$ cat config.mk
export PLATFORM = sky130hd
export DESIGN_NAME = ex_mem_reg
export DESIGN_NICKNAME = d
export VERILOG_FILES = /design/src/rtl/cpu_pkg.sv /design/src/rtl/flag_reg.sv /design/src/rtl/ex_mem_reg.sv
export SDC_FILE = /design/constraint.sdc
export NUM_CORES = 1
export LEC_CHECK = 0
export ABC_CLOCK_PERIOD_IN_PS = 2600
export CORE_MARGIN = 4
export CORE_UTILIZATION = 42
export DETAILED_ROUTE_END_ITERATION = 8
export GPL_TIMING_DRIVEN = 0
export PLACE_DENSITY = 0.85
export SYNTH_ARGS = -nofsm -noshare
export SYNTH_HDL_FRONTEND = slang
export SYNTH_SLANG_ARGS = --single-unit
$ cat constraint.sdc
create_clock -name clk -period 2.6 [get_ports clk]
set_input_delay 0.65 -clock clk [delete_from_list [all_inputs] [get_ports clk]]
set_output_delay 0.65 -clock clk [all_outputs]
set_load 0.005 [all_outputs]
$ cat src/rtl/cpu_pkg.sv
// Shared CPU pipeline types and constants.
// Holds the NZVC flag layout, the MEM/WB control bundle layout and the
// datapath geometry used by the EX/MEM register and its flag register.
package cpu_pkg;

  localparam int unsigned DATA_W     = 64;
  localparam int unsigned REG_ADDR_W = 5;
  localparam int unsigned ZERO_REG   = 31;

  // Architectural condition flags, MSB first: {N, Z, V, C}.
  typedef struct packed {
    logic n;
    logic z;
    logic v;
    logic c;
  } flags_t;

  // MEM/WB control bundle, MSB first: {reg_write, mem_read, mem_write, mem_to_reg}.
  typedef struct packed {
    logic reg_write;
    logic mem_read;
    logic mem_write;
    logic mem_to_reg;
  } mem_ctrl_t;

  // Control bits that actually travel into MEM for one loaded instruction:
  // a bubble carries no control, and a write to XZR is dropped at the source.
  function automatic mem_ctrl_t qualify_ctrl(
    input logic      valid,
    input logic      rd_is_zero,
    input mem_ctrl_t ctrl
  );
    mem_ctrl_t q;
    q = valid ? ctrl : '0;
    if (rd_is_zero) begin
      q.reg_write = 1'b0;
    end
    return q;
  endfunction

endpackage

$ cat src/rtl/flag_reg.sv
// flag_reg: 4-bit architectural NZVC register.
// Synchronous active-high reset; loads i_d when i_we is asserted, holds otherwise.
module flag_reg
  import cpu_pkg::*;
(
  input  logic   clk,
  input  logic   reset,
  input  logic   i_we,
  input  flags_t i_d,
  output flags_t o_q
);

  flags_t r_flags;

  // Flag storage: reset clears, write enable loads, otherwise hold.
  always_ff @(posedge clk) begin
    if (reset) begin
      r_flags <= '0;
    end else if (i_we) begin
      r_flags <= i_d;
    end
  end

  assign o_q = r_flags;

endmodule

$ cat src/rtl/ex_mem_reg.sv
// ex_mem_reg: EX/MEM pipeline register of the 5-stage CPU.
// Captures the ALU result, store data, destination register and MEM/WB
// control bits, and owns the architectural NZVC flags (via flag_reg).
// Edge priority: reset > stall > flush > load.
// Build option: define EX_FLAG_FWD_EN to bypass live ALU flags onto
// cond_flags for a flag-setting instruction in EX; otherwise cond_flags
// is purely the registered flags.
module ex_mem_reg #(
  parameter int unsigned DATA_W     = cpu_pkg::DATA_W,
  parameter int unsigned REG_ADDR_W = cpu_pkg::REG_ADDR_W,
  parameter int unsigned ZERO_REG   = cpu_pkg::ZERO_REG
) (
  input  logic                  clk,
  input  logic                  reset,
  input  logic                  stall,
  input  logic                  flush,
  input  logic                  ex_valid,
  input  logic [DATA_W-1:0]     ex_result,
  input  logic                  ex_negative,
  input  logic                  ex_zero,
  input  logic                  ex_overflow,
  input  logic                  ex_carry_out,
  input  logic                  ex_set_flags,
  input  logic [DATA_W-1:0]     ex_store_data,
  input  logic [REG_ADDR_W-1:0] ex_rd,
  input  logic [3:0]            ex_ctrl,
  output logic                  mem_valid,
  output logic [DATA_W-1:0]     mem_result,
  output logic [DATA_W-1:0]     mem_store_data,
  output logic [REG_ADDR_W-1:0] mem_rd,
  output logic [3:0]            mem_ctrl,
  output logic [3:0]            flags,
  output logic [3:0]            cond_flags
);

  import cpu_pkg::*;

  logic                  r_valid;
  logic [DATA_W-1:0]     r_result;
  logic [DATA_W-1:0]     r_store_data;
  logic [REG_ADDR_W-1:0] r_rd;
  mem_ctrl_t             r_ctrl;

  flags_t                w_ex_flags;
  flags_t                w_flags_q;
  flags_t                w_cond_flags;
  mem_ctrl_t             w_ex_ctrl;
  mem_ctrl_t             w_load_ctrl;
  logic                  w_rd_is_zero;
  logic                  w_load;
  logic                  w_flag_we;

  assign w_ex_flags   = '{n: ex_negative, z: ex_zero, v: ex_overflow, c: ex_carry_out};
  assign w_ex_ctrl    = mem_ctrl_t'(ex_ctrl);
  assign w_rd_is_zero = (ex_rd == REG_ADDR_W'(ZERO_REG));
  assign w_load_ctrl  = qualify_ctrl(ex_valid, w_rd_is_zero, w_ex_ctrl);

  assign w_load    = ~stall & ~flush;
  assign w_flag_we = w_load & ex_valid & ex_set_flags;

  // Pipeline register: flush bubbles valid/ctrl only, leaving the datapath
  // fields as they were so a flushed slot never toggles the wide buses.
  always_ff @(posedge clk) begin
    if (reset) begin
      r_valid      <= 1'b0;
      r_result     <= '0;
      r_store_data <= '0;
      r_rd         <= '0;
      r_ctrl       <= '0;
    end else if (stall) begin
      r_valid      <= r_valid;
      r_result     <= r_result;
      r_store_data <= r_store_data;
      r_rd         <= r_rd;
      r_ctrl       <= r_ctrl;
    end else if (flush) begin
      r_valid      <= 1'b0;
      r_ctrl       <= '0;
    end else begin
      r_valid      <= ex_valid;
      r_result     <= ex_result;
      r_store_data <= ex_store_data;
      r_rd         <= ex_rd;
      r_ctrl       <= w_load_ctrl;
    end
  end

  flag_reg u_flag_reg (
    .clk   (clk),
    .reset (reset),
    .i_we  (w_flag_we),
    .i_d   (w_ex_flags),
    .o_q   (w_flags_q)
  );

`ifdef EX_FLAG_FWD_EN
  // Branch flags: bypass the live ALU flags of a flag setter in EX so a
  // following B.cond resolves without waiting for the register.
  always_comb begin
    w_cond_flags = w_flags_q;
    if (ex_valid && ex_set_flags && !flush) begin
      w_cond_flags = w_ex_flags;
    end
  end
`else
  // Branch flags: registered architectural flags only.
  always_comb begin
    w_cond_flags = w_flags_q;
  end
`endif

  assign mem_valid      = r_valid;
  assign mem_result     = r_result;
  assign mem_store_data = r_store_data;
  assign mem_rd         = r_rd;
  assign mem_ctrl       = r_ctrl;
  assign flags          = w_flags_q;
  assign cond_flags     = w_cond_flags;

endmodule

==> results of run 1 <==
-- cells in the mapped netlist (3+ instances only) --
cell type,count
nand2_2,70
a32oi_1,3
a21oi_2,70
nor2_1,9
nand2_1,197
buf_12,8
buf_2,22
buf_4,5
dfxtp_1,142
mux2i_1,4
clkbuf_1,14
a21oi_1,64
-- kinds of logic after synthesis --
family,synth area share
DFF,0.520
muxes,0.00733
and+or+nand+nor,0.226
AOI/OAI and AO/OA,0.179
buffers and inverters,0.0682
-- power groups by stage --
| stage | logic [µW] | registers (µW) | clock network [µW] |
|---|---|---|---|
| 5_1_grt | 845 | 2340 | 2690 |
| 3_5_place_dp | 781 | 2380 | 0 |
| 3_3_place_gp | 775 | 2380 | 0 |
| 6_report | 781 | 2330 | 2550 |
| 4_1_cts | 789 | 2330 | 2580 |
| 2_1_floorplan | 278 | 2390 | 0 |
-- metrics by stage --
step	hold WS [ns]	std cells	worst slack, ns	area (µm²)
4_1_cts	0.454	1111	0.500	9210
2_1_floorplan	0.453	616	1.03	5470
5_1_grt	0.468	1111	0.462	9210
3_5_place_dp	0.446	1079	0.272	8590
3_3_place_gp	0.440	1079	0.311	8590
6_report	0.454	1111	0.521	9210
-- registers in the layout, indices dropped and copies added (netlist names) --
name            cells
mem_ctrl            4
mem_result         64
mem_valid           1
mem_store_data     64
u_flag_reg.o_q      4
mem_rd              5
-- layer usage --
layer | vias up | wire length, µm | GRT usage
met5 | - | 0 | 0
met3 | 43 | 1880 | 0.109
met2 | 229 | 8840 | 0.417
met1 | 2420 | 6590 | 0.255
li1 | 2606 | - | -
met4 | 0 | 583 | 0.111
-- how the worst min path moves through the flow --
stage                                          from                               to  slack, ns  depth (start not counted)
floorplan                    mem_rd[0]$_SDFFE_PP0P_           mem_rd[0]$_SDFFE_PP0P_       0.45                          2
global placement        mem_result[57]$_SDFFE_PP0P_      mem_result[57]$_SDFFE_PP0P_       0.44                          2
detailed placement  mem_store_data[43]$_SDFFE_PP0P_  mem_store_data[43]$_SDFFE_PP0P_       0.45                          2
CTS                     mem_result[54]$_SDFFE_PP0P_      mem_result[54]$_SDFFE_PP0P_       0.45                          2
global route        mem_store_data[47]$_SDFFE_PP0P_  mem_store_data[47]$_SDFFE_PP0P_       0.47                          2
finish                  mem_result[60]$_SDFFE_PP0P_      mem_result[60]$_SDFFE_PP0P_       0.45                          2
-- cell type report --
class	count	area [µm²]
Multi-Input combinational cell	422	2250
Tap cell	172	215
Inverter	1	3.75
Clock inverter	15	195
Fill cell	959	3460
Clock buffer	17	425
Sequential cell	142	2840
Timing Repair Buffer	291	2910
Buffer	51	369
-- critical path: cells and delay by family, from the launching register on --
family,cells,cell delay [ns]
buf+inv,2,0.62
flops,1,0.39
==> results.toml, run 1 <==
[run_status]
status = "finished, final reports clean"

[clock_tree]
clk_path_buf_depth = 2
clock-root-buffer = "clkbuf_16"
clk_pin_slew_ns = 0.06
cts_hold_buffers = 0
h-tree-depth = 4
clk_latency_ns = 0.42
cts_resized = 0
tritoncts = "built"
post_cts_buffers = 0
clock_sinks = 142
cts_buffers = 17

[pwr]
max-vdd-ir-drop_uv = 431
p_int_uw = 4340
power_switching_uw = 1320
p_seq_frac = 0.412
p_leak_uw = 0.00330
power_frac_clock = 0.451
power.share.switching = 0.233
p_comb_frac = 0.138
power_uw = 5670
p_per_area_nw_per_um2 = 615

[worst_setup_path]
worst_setup_path_start_kind = "flip-flop"
critical-path-slowest-cell = "clkdlybuf4s50_1"
rrSetupSlack_ns = 1.91
path_cells = "buf_4 > clkdlybuf4s50_1"
critical_path_arrival_ns = 1.43
required_ns = 1.95
endpoint_kind = "output port"
max_stage_delay_ns = 0.49
rr_endpoint = "u_flag_reg.o_q[0]$_SDFFE_PP0P_"
path_max_fanout = 3
crit_start = "u_flag_reg.o_q[0]$_SDFFE_PP0P_"
rr_startpoint = "u_flag_reg.o_q[0]$_SDFFE_PP0P_"
worstSetupPathType = "flip-flop to output port"
worstSetupEndpoint = "flags[0]"
r2r_cells = 2

[timing]
tightest_slew_ns = 0.709
skew_ns = 0
rsz0062_at_grt = "false"
period_share = 0.799
maxSlewHeadroom = 0.527
finalHoldViolations = 0
fin_crit_ns = 2.08
clock.fmax_ghz = 0.481
setup_viol = 0
tns_ns = 0
drv_slew = 0

[cells_and_area]
finalNetCount = 1073
final_cell_mix = "291 x clkdlybuf4s50_1, 197 x nand2_1, 142 x dfxtp_1"
utilization = 0.727
antenna_cells = 0
synthToLayoutAreaGrowth_pct = 68.6
drive_gt1_frac = 0.222
layout_commonest_cell = "clkdlybuf4s50_1"

[synthesis]
synth_top_area_share = 0.520
synthCells = 616
synth.area.top_cells = "dfxtp_1 52%, nand2_1 14%, a21oi_2 11%"
ys_types = 20
synth_largest_area_cell = "dfxtp_1"
ys.flop_type = "dfxtp_1"
synth-seq-cells = 142
syn-mean-instance-area_um2 = 8.87
synth_edf_count = 0
yosysSeqAreaShare = 0.520
synth_area_um2 = 5470
async_reset_ff_frac = 0
mappedNetlistNets = 763
synth_warnings = 0

[floorplanning]
dieArea_um2 = 14900
ios = 293
start_util = 0.431
rows = 41
core_area_um2 = 12700
die_height_um = 122
die_w_um = 122

[worst_hold_path]
hp-class = "flip-flop to flip-flop"

[grt]
grt_max_degree = 17
antenna_found_initial = 0
grt_pass1_wl_mm = 27.8
grt_pass1_vias = 5459
grt_usage = 0.243
grt-ovfl-total = 0

[routing]
wl_per_cell_um = 16.1
viasPerCell = 4.77
drc = 0
totalWireLength_mm = 17.9
firstDrtPassIters = 7
dr_total_vias = 5298
drtIter0Drc = 243
drt.antenna.violating_nets = 0

[flow_run]
maxCapViolations = 0

[placement]
dp_hpwl_mm = 13.6
gp_congestion = 0.803
port_buffers = 291
Note: power is estimated with default switching activity, not from simulation.
==> run 2: changes to the inputs <==
--- a/config.mk
+++ b/config.mk
@@ -5,12 +5,12 @@
 export SDC_FILE = /design/constraint.sdc
 export NUM_CORES = 1
 export LEC_CHECK = 0
-export ABC_CLOCK_PERIOD_IN_PS = 2600
+export ABC_CLOCK_PERIOD_IN_PS = 2100
 export CORE_MARGIN = 4
-export CORE_UTILIZATION = 42
+export CORE_UTILIZATION = 39
 export DETAILED_ROUTE_END_ITERATION = 8
 export GPL_TIMING_DRIVEN = 0
-export PLACE_DENSITY = 0.85
+export PLACE_DENSITY = 0.8
 export SYNTH_ARGS = -nofsm -noshare
 export SYNTH_HDL_FRONTEND = slang
 export SYNTH_SLANG_ARGS = --single-unit
==> constraint.sdc (replaced) <==
create_clock -name clk -period 2.1 [get_ports clk]
set_input_delay 0.525 -clock clk [delete_from_list [all_inputs] [get_ports clk]]
set_output_delay 0.525 -clock clk [all_outputs]
set_load 0.005 [all_outputs]
==> run 2 against run 1 <==
  * Combinational power increased by 24%
  * First-iteration DRC count decreased by 9.1%
  * Power increased by 19%
  * Die area increased by 7.2%
  * Non-clock buffer count unchanged
  * Register-to-register slack got worse by 0.50 ns
  * Worst setup slack got worse by 0.34 ns
  * Critical path depth unchanged
  * Final cell count increased by 0.27%
  * Critical endpoint unchanged
==> results.toml, run 2 (same netlist as run 1, synthesis figures left out) <==
[placement]
placement.cell_area_um2 = 8600
gp_congestion = 0.817
dp_hpwl_mm = 13.5
port_buffers = 291

[clock_tree]
clk_pin_slew_ns = 0.05
post_cts_buffers = 0
cts_buffers = 17
clk_latency_ns = 0.41
clock_sinks = 142
cts_hold_buffers = 0
clk_path_buf_depth = 2
tritoncts = "built"
h-tree-depth = 4
cts_resized = 0
clock-root-buffer = "clkbuf_16"

[cells_and_area]
layout_commonest_cell = "clkdlybuf4s50_1"
synthToLayoutAreaGrowth_pct = 67.6
finalNetCount = 1073
antenna_cells = 0
postLayoutCellArea_um2 = 9160
final_cell_mix = "291 x clkdlybuf4s50_1, 197 x nand2_1, 142 x dfxtp_1"
fill_cells = 1110
drive_gt1_frac = 0.215

[pwr]
p_leak_uw = 0.00327
p_per_area_nw_per_um2 = 734
max-vdd-ir-drop_uv = 585
power_uw = 6720

[timing]
rsz0062_at_grt = "false"
maxSlewHeadroom = 0.501
finalHoldViolations = 0
clock.fmax_ghz = 0.520
whs_ns = 0.451
skew_ns = 0
setup_viol = 0
tightest_slew_ns = 0.749
drv_slew = 0
period_share = 0.916
fin_crit_ns = 1.92

[worst_setup_path]
critical_path_arrival_ns = 1.40
worstSetupPathType = "flip-flop to output port"
rrSetupSlack_ns = 1.41
required_ns = 1.57
endpoint_kind = "output port"
path_max_fanout = 3
worst_setup_path_start_kind = "flip-flop"

[routing]
met1_length_mm = 6.88
drt.antenna.violating_nets = 0
firstDrtPassIters = 4
totalWireLength_mm = 17.7
dr_wl_met3_mm = 1.84
dr_wl_met2_mm = 8.70
dr_total_vias = 5227
wl_per_cell_um = 15.9
drc = 0
viasPerCell = 4.69
routed.top_layer = "met4"
drtIter0Drc = 221

[worst_hold_path]
hp-class = "flip-flop to flip-flop"

[grt]
grt_pass1_wl_mm = 27.5
grt_usage = 0.218
grt-ovfl-total = 0
grt_max_degree = 17
grt_pass1_vias = 5224
antenna_found_initial = 0

[floorplanning]
die_w_um = 126
core_area_um2 = 13500
rows = 42
start_util = 0.405
dieArea_um2 = 16000
die_height_um = 126
ios = 293

[flow_run]
maxCapViolations = 0

[run_status]
status = "finished, final reports clean"
## run 2: cell count changes in the layout (fill, tap and decap cells not counted), sizes merged
cell / previous run / this run
clkbuf: 32 / 39
clkinv: 8 / 4
bufinv: 4 / 2
inv: 2 / 1
clkinvlp: 2 / 1
## run 2: critical path: stages, from the launching register on
cell and delay, ns:
dfxtp_1 0.38, buf_4 0.13, clkdlybuf4s50_1 0.49
## run 2: final timing paths
kind / cells past startpoint / startpoint / endpoint
worst min register to register: 2 / mem_store_data[35]$_SDFFE_PP0P_ / mem_store_data[35]$_SDFFE_PP0P_
worst max register to register: 2 / mem_valid$_SDFFE_PP0N_ / mem_valid$_SDFFE_PP0N_
worst min-delay path: 2 / mem_store_data[35]$_SDFFE_PP0P_ / mem_store_data[35]$_SDFFE_PP0P_
worst max-delay path: 2 / u_flag_reg.o_q[0]$_SDFFE_PP0P_ / flags[0]
## run 2: metrics by stage
step,setup WS (ns),setup TNS (ns),std cells,util
floorplan,0.656,0,616,-
global placement,-0.144,-7.08,1083,0.637
detailed placement,-0.148,-9.71,1083,0.637
CTS,0.154,0,1114,0.678
global route,0.114,0,1114,0.678
finish,0.177,0,1114,0.678
## run 2: report_power, final
part / leakage (µW) / internal, µW / switching, µW
sequential: 0.00116 / 2820 / 70.3
clock: 0.000274 / 1800 / 1070
combinational: 0.00183 / 581 / 385
## run 2: per-layer routing
metal | global-route usage | vias to the layer above
met4 | 0.0700 | 0
li1 | - | 2598
met3 | 0.106 | 25
met2 | 0.374 | 204
met1 | 0.236 | 2400
met5 | 0 | -
## run 2: area by class of cell
cell class / count / area, µm² / area share
Timing Repair Buffer: 291 / 2910 / 0.318
Sequential cell: 142 / 2840 / 0.310
Multi-Input combinational cell: 422 / 2250 / 0.246
Clock buffer: 24 / 472 / 0.0515
Buffer: 51 / 369 / 0.0403
Tap cell: 176 / 220 / 0.0240
Clock inverter: 7 / 87.6 / 0.00956
Inverter: 1 / 3.75 / 0.000410
==> run 3: changes to the inputs <==
--- a/config.mk
+++ b/config.mk
@@ -7,10 +7,12 @@
 export LEC_CHECK = 0
 export ABC_CLOCK_PERIOD_IN_PS = 2100
 export CORE_MARGIN = 4
-export CORE_UTILIZATION = 39
+export CORE_UTILIZATION = 40
+export CTS_BUF_LIST = sky130_fd_sc_hd__clkbuf_8
 export DETAILED_ROUTE_END_ITERATION = 8
 export GPL_TIMING_DRIVEN = 0
-export PLACE_DENSITY = 0.8
+export PLACE_DENSITY = 0.82
+export SLEW_MARGIN = 25
 export SYNTH_ARGS = -nofsm -noshare
 export SYNTH_HDL_FRONTEND = slang
 export SYNTH_SLANG_ARGS = --single-unit
==> run 3 against run 2 <==
  * Combinational power about the same
  * Power fell by 10%
  * Die area decreased by 2.3%
  * Via count is 0.82% lower
  * Clock-buffer cell count decreased by 2
  * Clock power is 24% lower
  * Flip-flop and latch count did not move
  * Critical path type unchanged
==> results.toml, run 3 (same netlist as run 1, synthesis figures left out) <==
[routing]
drt.antenna.violating_nets = 0
drc = 0
wl_per_cell_um = 15.7
firstDrtPassIters = 4
totalWireLength_mm = 17.5
drtIter0Drc = 227
dr_total_vias = 5184
viasPerCell = 4.66

[timing]
skew_ns = 0
tightest_slew_ns = 0.725
maxSlewHeadroom = 0.516
drv_slew = 0
fin_crit_ns = 1.94
clock.fmax_ghz = 0.516
setup_viol = 0
rsz0062_at_grt = "false"
finalHoldViolations = 0
period_share = 0.924
setup_ws_ns = 0.160

[clock_tree]
post_cts_buffers = 0
clk_pin_slew_ns = 0.07
clk_latency_ns = 0.43
h-tree-depth = 4
clock_sinks = 142
tritoncts = "built"
cts_hold_buffers = 0
clock-root-buffer = "clkbuf_8"
cts_resized = 0
clk_path_buf_depth = 2
cts_buffers = 17

[pwr]
max-vdd-ir-drop_uv = 550
power_frac_clock = 0.361
p_per_area_nw_per_um2 = 670
p_int_uw = 4580
power_uw = 6020
p_comb_frac = 0.160
power_switching_uw = 1440
p_leak_uw = 0.00320
p_seq_frac = 0.479
power.share.switching = 0.239

[placement]
placement.cell_area_um2 = 8600
dp_worst_setup_slack_ns = -0.106
port_buffers = 291
dp_hpwl_mm = 13.2
gp_congestion = 0.817

[floorplanning]
rows = 42
dieArea_um2 = 15600
start_util = 0.411
core_area_um2 = 13300
die_height_um = 125
ios = 293
die_w_um = 125

[worst_setup_path]
worstSetupPathType = "flip-flop to output port"
critical_path_arrival_ns = 1.41
endpoint_kind = "output port"
worst_setup_path_start_kind = "flip-flop"
path_max_fanout = 3
required_ns = 1.57

[grt]
grt_usage = 0.217
grt_pass1_vias = 5155
grt_max_degree = 17
grt_pass1_wl_mm = 26.9
antenna_found_initial = 0
grt-ovfl-total = 0

[worst_hold_path]
hp-class = "flip-flop to flip-flop"

[cells_and_area]
drive_gt1_frac = 0.218
synthToLayoutAreaGrowth_pct = 64.5
finalNetCount = 1073
layout_commonest_cell = "clkdlybuf4s50_1"
antenna_cells = 0
postLayoutCellArea_um2 = 8990
final_cell_mix = "291 x clkdlybuf4s50_1, 197 x nand2_1, 142 x dfxtp_1"
fill_cells = 1077

[flow_run]
maxCapViolations = 0

[run_status]
status = "finished, final reports clean"
[run 3: changes by cell type in the layout (fill, tap and decap cells not counted), sizes merged]
cell | previous run | this run
clkbuf | 39 | 37
inv | 1 | 3
clkinv | 4 | 3
[run 3: worst max-delay path, cell delays in order (launching register included)]
cell             delay (ns)
dfxtp_1                0.37
buf_4                  0.12
clkdlybuf4s50_1        0.49
[run 3: area by class of cell]
| cell class | instances | area, µm² | share of cell area |
|---|---|---|---|
| Timing Repair Buffer | 291 | 2910 | 0.324 |
| Sequential cell | 142 | 2840 | 0.316 |
| Multi-Input combinational cell | 422 | 2250 | 0.250 |
| Buffer | 51 | 369 | 0.0411 |
| Clock buffer | 22 | 303 | 0.0337 |
| Tap cell | 176 | 220 | 0.0245 |
| Clock inverter | 8 | 90.1 | 0.0100 |
| Inverter | 1 | 3.75 | 0.000417 |
[run 3: stage by stage]
step	cells	setup TNS, ns	hold slack (ns)	util
after CTS	1113	0	0.456	0.676
after floorplan	616	0	0.453	-
final	1113	0	0.454	0.676
after detailed placement	1083	-6.69	0.445	0.647
after global placement	1083	-6.04	0.441	0.647
after global routing	1113	0	0.470	0.676
[run 3: power by group through the flow]
stage	clock network [µW]	registers (µW)	logic [µW]
detailed placement	0	2950	966
floorplan	0	2950	344
finish	2170	2880	963
global route	2330	2900	1040
global placement	0	2940	961
CTS	2230	2880	974
[run 3: worst paths after layout]
check / from / to / slack [ns] / cells after the start
hold / removal: mem_store_data[10]$_SDFFE_PP0P_ / mem_store_data[10]$_SDFFE_PP0P_ / 0.45 / 2
setup reg to reg: mem_ctrl[0]$_SDFFE_PP0N_ / mem_ctrl[0]$_SDFFE_PP0N_ / 1.43 / 2
setup / recovery: u_flag_reg.o_q[1]$_SDFFE_PP0P_ / flags[1] / 0.16 / 2
hold reg to reg: mem_store_data[10]$_SDFFE_PP0P_ / mem_store_data[10]$_SDFFE_PP0P_ / 0.45 / 2
[run 3: layer usage]
| layer | vias up | part of all wire | global-route usage |
|---|---|---|---|
| met5 | - | 0 | 0 |
| li1 | 2596 | - | - |
| met4 | 0 | 0.015 | 0.0612 |
| met3 | 19 | 0.093 | 0.0969 |
| met2 | 213 | 0.49 | 0.367 |
| met1 | 2356 | 0.41 | 0.247 |
